$ cat src/rtl/bus_access_arbiter.sv
// Round-robin multi-port line-transfer engine onto a single APB-style word bus.
// Optional macro BUS_TIMEOUT_EN adds an ACCESS-phase timeout that aborts with grant_err.
module bus_access_arbiter #(
  parameter int unsigned NUM_PORTS  = 3,
  parameter int unsigned LINE_WORDS = 4,
  parameter int unsigned ADDR_WIDTH = 32,
  parameter int unsigned TIMEOUT    = 255
) (
  input  logic                              clk,
  input  logic                              rst_n,
  input  logic [NUM_PORTS-1:0]              req,
  input  logic [NUM_PORTS-1:0]              req_write,
  input  logic [NUM_PORTS*ADDR_WIDTH-1:0]   req_addr,
  input  logic [NUM_PORTS*LINE_WORDS*32-1:0] req_wdata,
  output logic [NUM_PORTS-1:0]              grant,
  output logic [LINE_WORDS*32-1:0]          grant_rdata,
  output logic                              grant_err,
  output logic [ADDR_WIDTH-1:0]             addr,
  output logic                              select,
  output logic                              enable,
  output logic                              write,
  output logic [31:0]                       wdata,
  input  logic [31:0]                       rdata,
  input  logic                              ready
);

  localparam int unsigned PTR_W  = $clog2(NUM_PORTS);
  localparam int unsigned IDX_W  = (LINE_WORDS > 1) ? $clog2(LINE_WORDS) : 1;
  localparam int unsigned OFF_W  = $clog2(LINE_WORDS) + 2;
  localparam int unsigned LINE_W = LINE_WORDS * 32;
  localparam logic [IDX_W-1:0]      LAST_IDX  = IDX_W'(LINE_WORDS - 1);
  localparam logic [ADDR_WIDTH-1:0] BASE_MASK =
    ~((ADDR_WIDTH'(1) << OFF_W) - ADDR_WIDTH'(1));

  if (NUM_PORTS < 2 || LINE_WORDS == 0 || TIMEOUT == 0) begin : g_cfg_check
    $error("bus_access_arbiter: illegal parameter set");
  end

  typedef enum logic [1:0] {S_IDLE, S_SETUP, S_ACCESS, S_DONE} state_e;

  state_e                  state_q, state_d;
  logic [PTR_W-1:0]        rr_q, rr_d;
  logic [PTR_W-1:0]        owner_q, owner_d;
  logic                    wr_q, wr_d;
  logic [ADDR_WIDTH-1:0]   base_q, base_d;
  logic [IDX_W-1:0]        idx_q, idx_d;
  logic [LINE_W-1:0]       line_q, line_d;
  logic                    err_q, err_d;

  logic [NUM_PORTS-1:0]    grant_q, grant_d;
  logic [LINE_W-1:0]       grant_rdata_q, grant_rdata_d;
  logic                    grant_err_q, grant_err_d;
  logic [ADDR_WIDTH-1:0]   addr_q, addr_d;
  logic                    select_q, select_d;
  logic                    enable_q, enable_d;
  logic                    write_q, write_d;
  logic [31:0]             wdata_q, wdata_d;

`ifdef BUS_TIMEOUT_EN
  localparam int unsigned CNT_W = ($clog2(TIMEOUT + 1) > 8) ? $clog2(TIMEOUT + 1) : 8;
  logic [CNT_W-1:0]        cnt_q, cnt_d;
`endif

  logic                    found;
  logic [PTR_W-1:0]        win;
  int unsigned             p;
  logic                    active;

  // Round-robin scan starting at rr_q, wrapping at NUM_PORTS
  always_comb begin
    found = 1'b0;
    win   = '0;
    p     = 0;
    for (int unsigned k = 0; k < NUM_PORTS; k++) begin
      p = 32'(rr_q) + k;
      if (p >= NUM_PORTS) p = p - NUM_PORTS;
      if (!found && req[p]) begin
        found = 1'b1;
        win   = PTR_W'(p);
      end
    end
  end

  // Next state, datapath and registered-output decode
  always_comb begin
    state_d = state_q;
    rr_d    = rr_q;
    owner_d = owner_q;
    wr_d    = wr_q;
    base_d  = base_q;
    idx_d   = idx_q;
    line_d  = line_q;
    err_d   = err_q;
`ifdef BUS_TIMEOUT_EN
    cnt_d   = cnt_q;
`endif

    case (state_q)
      S_IDLE: begin
        idx_d = '0;
        if (found) begin
          owner_d = win;
          wr_d    = req_write[win];
          base_d  = req_addr[32'(win)*ADDR_WIDTH +: ADDR_WIDTH] & BASE_MASK;
          line_d  = req_write[win] ? req_wdata[32'(win)*LINE_W +: LINE_W] : '0;
          err_d   = 1'b0;
          state_d = S_SETUP;
        end
      end
      S_SETUP: begin
        state_d = S_ACCESS;
`ifdef BUS_TIMEOUT_EN
        cnt_d   = '0;
`endif
      end
      S_ACCESS: begin
        if (ready) begin
          if (!wr_q) line_d[32'(idx_q)*32 +: 32] = rdata;
          if (idx_q == LAST_IDX) begin
            idx_d   = '0;
            state_d = S_DONE;
          end else begin
            idx_d   = idx_q + IDX_W'(1);
            state_d = S_SETUP;
          end
        end
`ifdef BUS_TIMEOUT_EN
        else if (cnt_q == CNT_W'(TIMEOUT - 1)) begin
          idx_d   = '0;
          err_d   = 1'b1;
          state_d = S_DONE;
        end else begin
          cnt_d = cnt_q + CNT_W'(1);
        end
`endif
      end
      S_DONE: begin
        state_d = S_IDLE;
        rr_d    = (32'(owner_q) == NUM_PORTS - 1) ? '0 : owner_q + PTR_W'(1);
      end
      default: state_d = S_IDLE;
    endcase

    active        = (state_d == S_SETUP) || (state_d == S_ACCESS);
    select_d      = active;
    enable_d      = (state_d == S_ACCESS);
    write_d       = wr_d && (state_d == S_ACCESS);
    addr_d        = active ? (base_d | (ADDR_WIDTH'(idx_d) << 2)) : '0;
    wdata_d       = (active && wr_d) ? line_d[32'(idx_d)*32 +: 32] : '0;
    grant_d       = (state_d == S_DONE) ? (NUM_PORTS'(1) << owner_d) : '0;
    grant_rdata_d = (state_d == S_DONE && !wr_d) ? line_d : '0;
    grant_err_d   = (state_d == S_DONE) && err_d;
  end

  always_ff @(posedge clk or negedge rst_n) begin
    if (!rst_n) begin
      state_q       <= S_IDLE;
      rr_q          <= '0;
      owner_q       <= '0;
      wr_q          <= 1'b0;
      base_q        <= '0;
      idx_q         <= '0;
      line_q        <= '0;
      err_q         <= 1'b0;
      grant_q       <= '0;
      grant_rdata_q <= '0;
      grant_err_q   <= 1'b0;
      addr_q        <= '0;
      select_q      <= 1'b0;
      enable_q      <= 1'b0;
      write_q       <= 1'b0;
      wdata_q       <= '0;
`ifdef BUS_TIMEOUT_EN
      cnt_q         <= '0;
`endif
    end else begin
      state_q       <= state_d;
      rr_q          <= rr_d;
      owner_q       <= owner_d;
      wr_q          <= wr_d;
      base_q        <= base_d;
      idx_q         <= idx_d;
      line_q        <= line_d;
      err_q         <= err_d;
      grant_q       <= grant_d;
      grant_rdata_q <= grant_rdata_d;
      grant_err_q   <= grant_err_d;
      addr_q        <= addr_d;
      select_q      <= select_d;
      enable_q      <= enable_d;
      write_q       <= write_d;
      wdata_q       <= wdata_d;
`ifdef BUS_TIMEOUT_EN
      cnt_q         <= cnt_d;
`endif
    end
  end

  assign grant       = grant_q;
  assign grant_rdata = grant_rdata_q;
  assign grant_err   = grant_err_q;
  assign addr        = addr_q;
  assign select      = select_q;
  assign enable      = enable_q;
  assign write       = write_q;
  assign wdata       = wdata_q;

endmodule

$ cat config.mk
export PLATFORM = sky130hd
export DESIGN_NAME = bus_access_arbiter
export DESIGN_NICKNAME = d
export VERILOG_FILES = /design/src/rtl/bus_access_arbiter.sv
export SDC_FILE = /design/constraint.sdc
export NUM_CORES = 1
export LEC_CHECK = 0
export ABC_AREA = 0
export CORE_AREA = 4 4 281 283
export DETAILED_ROUTE_END_ITERATION = 10
export DIE_AREA = 0 0 285 287
export DONT_BUFFER_PORTS = 1
export SETUP_SLACK_MARGIN = 0.5
export SYNTH_ARGS = -nofsm -noshare
export SYNTH_HDL_FRONTEND = slang
export SYNTH_SLANG_ARGS = --single-unit
$ cat constraint.sdc
create_clock -name clk -period 4.35 [get_ports clk]
set_input_delay 1.0875 -clock clk [delete_from_list [all_inputs] [get_ports clk]]
set_output_delay 1.0875 -clock clk [all_outputs]
set_load 0.1 [all_outputs]
==> Yosys cells after proc, flatten, opt, wreduce, memory -nomap -nowiden <==
Cells that the tools add are included.
{ "op_classes": {"reduce_logical": 11, "div_mod_pow": 0, "multipliers": 0, "eq_ne": 8, "add_sub_neg": 8, "bitwise": 1, "mux": 43, "n_lt_le_gt_ge": 7, "n_shift": 6} }
{ "op_table": {"columns": ["operator", "count"], "rows": [
  ["128-bit 2-to-1 mux", 5],
  ["384-bit by 10-bit indexed part select with 128-bit output", 1],
  ["128-bit one-hot mux with 2 select lines", 1],
  ["32-bit 2-to-1 mux", 7],
  ["128-bit bitwise mux", 1],
  ["32-bit by 34-bit variable shift with 128-bit output, first input constant", 1],
  ["128-bit by 8-bit indexed part select with 32-bit output", 1],
  ["32-bit by 34-bit indexed part select with 128-bit output", 1],
  ["32-bit by 3-bit less-than comparator with 1-bit output, second input constant", 3],
  ["96-bit by 8-bit indexed part select with 32-bit output", 1],
  ["7-bit negation with 34-bit output", 1],
  ["32-bit by 4-bit OR with 32-bit output", 1],
  ["2-bit 2-to-1 mux", 11],
  ["2-bit equality test, second input constant", 6],
  ["1-bit 2-to-1 mux", 11],
  ["1-bit binary-select mux with 2-bit select", 4],
  ["2-bit one-hot mux with 4 select lines", 1],
  ["3-bit by 2-bit subtractor with 4-bit output, second input constant", 2],
  ["3-bit by 2-bit >= comparator with 1-bit output, second input constant", 2],
  ["1-bit logical AND", 6],
  ["2-bit by 1-bit adder with 2-bit output, second input constant", 2],
  ["2-bit by 1-bit equality test with 1-bit output, second input constant", 2],
  ["2-bit one-hot mux with 2 select lines", 1],
  ["2-bit by 1-bit adder with 3-bit output, second input constant", 1],
  ["other kinds (9)", 11]
]} }
{ "word_totals": {"ff_bits": 369, "word_cells": 100, "in_bits": 521, "latchBits": 0, "n_memories": 0, "mem_bits_ro": 0, "ram_bits": 0} }

==> Depth between registers and ports, before layout <==
Gate-level depths: netlist of run 1.
{ "logic_depth": {"ltp_word": 18, "depth_mapped": 18, "mapped_depth_nobuf": 14} }

==> Worst setup path after synthesis of run 1 <==
Ideal clock, no wire load.
{ "synth_timing": {"kind": "input -> register", "from": "in req[1]", "to": "reg wdata_q[15] (netlist: wdata[15])", "stages": 15, "arrival_time_ps": 4027, "path_buffers": 4, "setup_slack_ps": 241, "path_cell_list": "mux2i_1 o32ai_2 buf_6 nor3_1 clkbuf_1 clkbuf_1 nand2_1 nand2_1 ha_1 inv_1 nand4_1 nor2_1 clkbuf_1 a22oi_1 o21ai_0"} }
{ "synth_between": {"elab_chain_cells": 16} }
{ "synth_rtl": {"columns": ["element", "line_no", "source"], "rows": [
  ["from (decl)", "11", "input logic [NUM_PORTS-1:0] req,"],
  ["branches (longest 15 deep; another with 384-bit by 10-bit indexed part select with 128-bit output)", null, null],
  ["32-bit 2-to-1 mux *", "149", "wdata_d = (active && wr_d) ? line_d[32'(idx_d)*32 +: 32] : '0;"],
  ["named net wdata_d[15]", "57", "logic [31:0] wdata_q, wdata_d;"],
  ["to (signal assigned)", "192", "wdata_q <= wdata_d;"],
  ["to (decl)", "57", null]
]} }
Mark *: on every way through the listed nets, which the timed path passes. The select of a mux whose other input is x is not followed.
A chain may end at the register's enable or synchronous reset.

==> Worst setup path in the final report of run 1 <==
{ "layout_timing": {"from": "reg rr_q[0]", "to": "reg line_q[71]"} }
{ "layout_between": {"elab_chain_cells": 16} }
{ "layout_rtl": {"columns": ["element", "line_no", "source"], "rows": [
  ["from (decl)", "42", "logic [PTR_W-1:0] rr_q, rr_d;"],
  ["from (signal assigned)", "178", "rr_q <= rr_d;"],
  ["branches (longest 14 deep; another with 3-bit by 2-bit subtractor with 4-bit output)", null, null],
  ["128-bit 2-to-1 mux *", "101", "if (found) begin"],
  ["128-bit one-hot mux with 2 select lines *", "98", "case (state_q)"],
  ["named net line_d[71]", "47", "logic [LINE_W-1:0] line_q, line_d;"],
  ["to (signal assigned)", "183", "line_q <= line_d;"],
  ["to (decl)", "47", null]
]} }
Marked as above.

==> results of run 1 <==
-- final cells by class --
| cell class | count | area (um2) | share of cell area |
|---|---|---|---|
| Multi-Input combinational cell | 1360 | 7740 | 0.373 |
| Clock buffer | 64 | 1340 | 0.0647 |
| Sequential cell | 369 | 9230 | 0.446 |
| Timing Repair Buffer | 73 | 686 | 0.0331 |
| Clock inverter | 20 | 211 | 0.0102 |
| Inverter | 49 | 184 | 0.00888 |
| Antenna cell | 10 | 25.0 | 0.00121 |
| Tap cell | 1040 | 1300 | 0.0628 |
-- metrics by stage --
step                setup slack [ns]  hold slack [ns]
finish                         0.627            0.208
global route                   0.455            0.170
CTS                            0.527            0.161
detailed placement             0.320            0.462
global placement               0.293            0.460
floorplan                      0.534            0.444
-- state kept, by name (all words and copies together) (netlist names), 2 cells and up --
signal,flops
owner_q,2
grant,3
addr,32
idx_q,2
state_q,2
grant_rdata,128
rr_q,2
base_q,32
line_q,128
wdata,32
-- layer usage --
metal | part of all wire | up-vias | wire length [um] | global-route usage
li1 | - | 6844 | - | -
met1 | 0.36 | 7896 | 31100 | 0.214
met2 | 0.52 | 826 | 44700 | 0.360
met3 | 0.082 | 160 | 7060 | 0.0565
met4 | 0.041 | 2 | 3510 | 0.0795
met5 | 0.00014 | - | 12 | 0
-- how the worst max path moves through the flow --
stage / startpoint / endpoint / slack, ns / cells after the start
2_1_floorplan: req[1] / wdata[15]$_DFF_PN0_ / 0.53 / 15
6_report: rr_q[0]$_DFFE_PN0N_ / line_q[71]$_DFF_PN0_ / 0.63 / 11
3_3_place_gp: req[2] / wdata[19]$_DFF_PN0_ / 0.29 / 9
3_5_place_dp: req[2] / wdata[19]$_DFF_PN0_ / 0.32 / 8
5_1_grt: rr_q[0]$_DFFE_PN0N_ / wdata[19]$_DFF_PN0_ / 0.45 / 10
4_1_cts: rr_q[0]$_DFFE_PN0N_ / wdata[19]$_DFF_PN0_ / 0.53 / 11
-- layout by cell type, fill, tap and decap left out, drive strengths merged, types with 3 or more instances in the layout --
master and instances:
bufinv 3, a22oi 140, o2bb2ai 47, nor2 115, a21oi 265, o211ai 4, and3 4, inv 52
mux2i 3, or2 16, clkinv 10, a222oi 33, and2 37, o221ai 45, a31oi 32, o21ai 128
ha 11, nand2b 4, dfrtp 369, o21a 3, clkbuf 65, nor4 6, nand3 4, nor3 6
nand2 347, diode 10, a21o 4, buf 72, clkinvlp 4, nor2b 81
-- kinds of logic after synthesis --
group | Yosys count
compound gates | 718
fa+ha+maj | 11
buf+inv | 208
flops | 369
mux | 3
simple gates | 628
-- where the power goes --
part	switching, W	total (W)	internal [W]
sequential	0.00385	0.00829	0.00444
clock	0.00162	0.00395	0.00234
combinational	0.00644	0.00946	0.00302
total	0.0119	0.0217	0.00980
-- worst register-to-register path, stage by stage, from the launching register on --
cell	delay (ns)
dfrtp_1	0.37
inv_1	0.07
ha_1	0.39
mux2i_1	0.26
o32ai_2	0.15
buf_4	0.21
o311a_4	0.44
o221ai_4	0.28
and2_1	0.69
buf_4	0.40
a22oi_1	0.15
o21ai_0	0.24
-- timing repair --
item | in CTS | in global routing
resized for setup | 0 | 3
setup endpoints to repair | 0 | 30
buffers inserted | 0 | 3
==> results.cfg, run 1 <==
[outcome]
outcome = complete, no violations

[route]
viasPerCell = 5.27
drt_iter0_drc = 1249
drc_errors = 0
postRouteAntennaNets = 0
wirelength_um = 86300
drt_pass1_iterations = 7
vias = 15700
wl_per_cell_um = 28.9

[sta]
finClkSkew_ns = 0.0260
fmax_ghz = 0.269
min_period_ns = 3.72
setup_viol = 0
grt_setup_unrepaired = true
hold_viol = 0
setup_tns_ns = 0
relSlewSlack = 0.191
worstMarginPinSlew_ns = 1.21
post-route-period-util = 0.856
slew_violations = 0

[synth]
avgSynthCellArea_um2 = 9.13
synth_top_family_by_area = compound AO/OA/AOI/OAI gates
synth.top_cells.by_area = dfrtp_1, a21oi_1, nand2_1, a22oi_1, nor2b_1
synthDistinctLibCells = 56
synthCells = 1937
yosysWarnings = 0
synth_ff_type = dfrtp_1
synthSimpleGateAreaFrac = 0.158
synthArstFlopShare = 1.00
synth.top_cell.area_share = 0.522
synth-adder-area-share = 0.00778
synth_compound_area_frac = 0.262
synth_top_area_cell = dfrtp_1
synth-xor-area-share = 0
synth_edf_count = 0
synth_mux_area_frac = 0.00170
synthTopCellsByCount = dfrtp_1, nand2_1, a21oi_1
syn_area_mm2 = 0.0177
post-synth-top-count-cell = dfrtp_1
synth_seq_area_share = 0.522
synth-seq-cells = 369
syn-num-nets = 2469

[power_and_ir_drop]
max-vdd-ir-drop_uv = 584
cellPowerDensity_mw_per_mm2 = 1050
power.total_w = 0.0217
p_leak_nw = 9.00

[setup_path]
end_kind = register
critPathLaunchType = register
slowest_delay_ns = 0.69
crit_top_cell = buf_4
crit_arrival_ns = 4.20
required_ns = 4.83
critical_path_class = register to register
timing.rr.end = line_q[71]$_DFF_PN0_
crit_chain = inv_1, ha_1, mux2i_1, o32ai_2, buf_4, o311a_4, o221ai_4, and2_1, buf_4, a22oi_1, o21ai_0
r2r_start = rr_q[0]$_DFFE_PN0N_
r2r_cells = 11
critPathBufInv = 3
crit_family = compound AO/OA/AOI/OAI gates
crit_slowest_cell = and2_1
cp_max_fo = 16
rrSetupSlack_ns = 0.63

[final_layout]
final_layout_size_suffix_gt1_frac = 0.0997
nFillCells = 8127
postLayoutCoreUtil = 0.270
stdcell_area_mm2 = 0.0207
area_growth_pct = 17.1
final_cells = 2985
finish.net_count = 2431

[clocking]
root_buffer = clkbuf_16
hold_buffers = 0
cts_tree = done
clock-sinks = 369
worstSkewPairLatency_ns = 0.59
path_clk_slew_ns = 0.06
cts_buffer_depth = 3
htreeDepth = 2
cts_buffers = 46

[floorplan]
die_y_um = 287
initial_core_util = 0.231
floorplan.die_area_mm2 = 0.0818
dieWidth_um = 285
core_mm2 = 0.0767
fp-row-count = 102
ios = 720

[global_route]
grt_start_max_net_pins = 370
antenna_found_initial = 9
overflow = 0
grt_pass1_wl_um = 116000
grtUsageTotal = 0.197
grt_pass1_vias = 15400

[placement]
portBuffers = 0
placedInstanceArea_mm2 = 0.0191
dp_cells = 2887
hpwlAfterDp_um = 64200
place_congestion = 0.888

[job]
maxCapViolCount = 0

[min_path]
min_path_type = input pin to async pin
(Power assumes the default switching activity.)
==> run 2: changes to the inputs <==
--- a/config.mk
+++ b/config.mk
@@ -6,10 +6,11 @@
 export NUM_CORES = 1
 export LEC_CHECK = 0
 export ABC_AREA = 0
-export CORE_AREA = 4 4 281 283
+export CORE_AREA = 2 2 279 281
 export DETAILED_ROUTE_END_ITERATION = 10
-export DIE_AREA = 0 0 285 287
+export DIE_AREA = 0 0 281 283
 export DONT_BUFFER_PORTS = 1
+export GPL_TIMING_DRIVEN = 1
 export SETUP_SLACK_MARGIN = 0.5
 export SYNTH_ARGS = -nofsm -noshare
 export SYNTH_HDL_FRONTEND = slang
==> constraint.sdc (replaced) <==
create_clock -name clk -period 4.1 [get_ports clk]
set_input_delay 1.025 -clock clk [delete_from_list [all_inputs] [get_ports clk]]
set_output_delay 1.025 -clock clk [all_outputs]
set_load 0.1 [all_outputs]
==> run 2 against run 1 <==
Against the previous run: worst hold slack worse by 0.082 ns; non-clock buffer count is 19 higher; sequential power is 6.2% higher; die area is 2.8% lower; global-route usage is 0.088 points higher; power is 8.6% higher; flip-flop and latch count stayed put; register-to-register slack worse by 0.05 ns; first-iteration DRC count is 38% higher; clock skew is 0.0047 ns higher; critical path depth is 1 higher; critical endpoint is now wdata[22]$_DFF_PN0_; largest power group unchanged; highest routed layer unchanged.
==> results.cfg, run 2 (same netlist as run 1, synthesis figures left out) <==
[setup_path]
crit_path_start = rr_q[0]$_DFFE_PN0N_
end_kind = register
rrSetupSlack_ns = 0.57
crit_slowest_cell = a21oi_1
r2r_start = rr_q[0]$_DFFE_PN0N_
critical_path_class = register to register
cp_max_fo = 47
slowest_delay_ns = 0.47
crit_arrival_ns = 4.02
crit_path_end = wdata[22]$_DFF_PN0_
r2r_cells = 12
timing.rr.end = wdata[22]$_DFF_PN0_
crit_chain = inv_1, ha_2, mux2i_2, o32ai_4, buf_8, o311ai_4, buf_12, buf_12, a21oi_1, a21oi_1, a222oi_1, o221ai_1
required_ns = 4.60
critPathLaunchType = register

[route]
postRouteAntennaNets = 0
drc_errors = 0
viasPerCell = 5.25
drt_iter0_drc = 1718
wl_per_cell_um = 27.4
drt_pass1_iterations = 9
wirelength_um = 82200
vias = 15700

[placement]
portBuffers = 0
dp_cells = 2895
hpwlAfterDp_um = 59800
placedInstanceArea_mm2 = 0.0192
place_congestion = 0.891

[final_layout]
final_cells = 3001
layout_common_cells = dfrtp_1, nand2_1, a21oi_1
final_layout_size_suffix_gt1_frac = 0.113
stdcell_area_mm2 = 0.0210
layout_commonest_cell = dfrtp_1
nFillCells = 8091
finish.net_count = 2452
area_growth_pct = 18.7

[power_and_ir_drop]
cellPowerDensity_mw_per_mm2 = 1120
p_sw_w = 0.0130
seqPwrFrac = 0.373
p_leak_nw = 9.11
max-vdd-ir-drop_uv = 489
p_int_w = 0.0106
swShare = 0.550
pwr-share-comb = 0.453
clkPwrFrac = 0.174

[floorplan]
core_mm2 = 0.0767
fp-row-count = 102
floorplan.die_area_mm2 = 0.0795
ios = 720
dieWidth_um = 281
die_y_um = 283
initial_core_util = 0.231

[sta]
min_period_ns = 3.53
slew_violations = 0
fmax_ghz = 0.284
relSlewSlack = 0.208
post-route-period-util = 0.860
grt_setup_unrepaired = true
fin_hold_ws_ns = 0.126
finClkSkew_ns = 0.0307
setup_tns_ns = 0
worstMarginPinSlew_ns = 1.19
setup_viol = 0
hold_viol = 0

[clocking]
cts_buffers = 47
htreeDepth = 2
root_buffer = clkbuf_16
path_clk_slew_ns = 0.06
clock-sinks = 369
cts_tree = done
cts_buffer_depth = 3
worstSkewPairLatency_ns = 0.59

[global_route]
grtUsageTotal = 0.198
antenna_found_initial = 7
overflow = 0
grt_start_max_net_pins = 370
grt_pass1_vias = 14900
grt_pass1_wl_um = 113000

[job]
maxCapViolCount = 0

[min_path]
min_path_type = input pin to async pin

[outcome]
outcome = complete, no violations
[run 2: cell count changes in the layout (fill, tap and decap cells not counted), sizes merged, moves of 2 or more]
cell    change
bufinv      -2
clkbuf      +3
buf        +19
diode       -4
[run 2: worst min-delay path by stage]
stage / end
2_1_floorplan: base_q[0]$_DFF_PN0_
4_1_cts: grant_rdata[65]$_DFF_PN0_
3_5_place_dp: base_q[0]$_DFF_PN0_
6_report: grant_rdata[65]$_DFF_PN0_
5_1_grt: grant_rdata[65]$_DFF_PN0_
3_3_place_gp: base_q[1]$_DFF_PN0_
[run 2: per-layer routing]
metal	track usage	vias up	part of all wire
met5	0	-	0.00016
met2	0.285	873	0.42
met4	0.0583	2	0.027
met3	0.0560	106	0.096
li1	-	6893	-
met1	0.285	7874	0.45
[run 2: final cells by class]
type / instances / area [um2] / share of cell area
inverters: 49 / 184 / 0.00875
diodes: 6 / 15.0 / 0.000715
clock buffers: 67 / 1360 / 0.0649
repair buffers: 92 / 915 / 0.0435
well taps: 1040 / 1300 / 0.0619
multi-input cells: 1361 / 7840 / 0.373
clock inverters: 17 / 159 / 0.00756
flip-flops and latches: 369 / 9230 / 0.439
[run 2: stage by stage]
step	worst slack [ns]	utilization	power (W)
finish	0.575	0.274	0.0236
global route	0.351	0.274	0.0249
CTS	0.501	0.272	0.0235
detailed placement	0.144	0.251	0.0190
global placement	0.170	0.251	0.0189
floorplan	0.518	-	0.0149
[run 2: power groups by stage]
stage	Combinational, W	Sequential, W	Clock [W]
floorplan	0.00635	0.00851	0
global placement	0.0100	0.00887	0
detailed placement	0.0101	0.00886	0
CTS	0.0105	0.00881	0.00423
global route	0.0116	0.00890	0.00437
finish	0.0107	0.00880	0.00409
[run 2: critical path: cells and delay by family (launching register included)]
kind / cells / cell delay (ns)
AO/OA/AOI/OAI: 6 / 1.55
flip-flops: 1 / 0.38
multiplexers: 1 / 0.28
adder cells (fa/ha/maj): 1 / 0.39
buffers and inverters: 4 / 0.75
[run 2: timing repair]
action,CTS,global route
hold buffers,0,0
buffers inserted,9,5
setup endpoints to repair,35,109
gates cloned,1,1
resized for setup,9,17
pin swaps,8,3
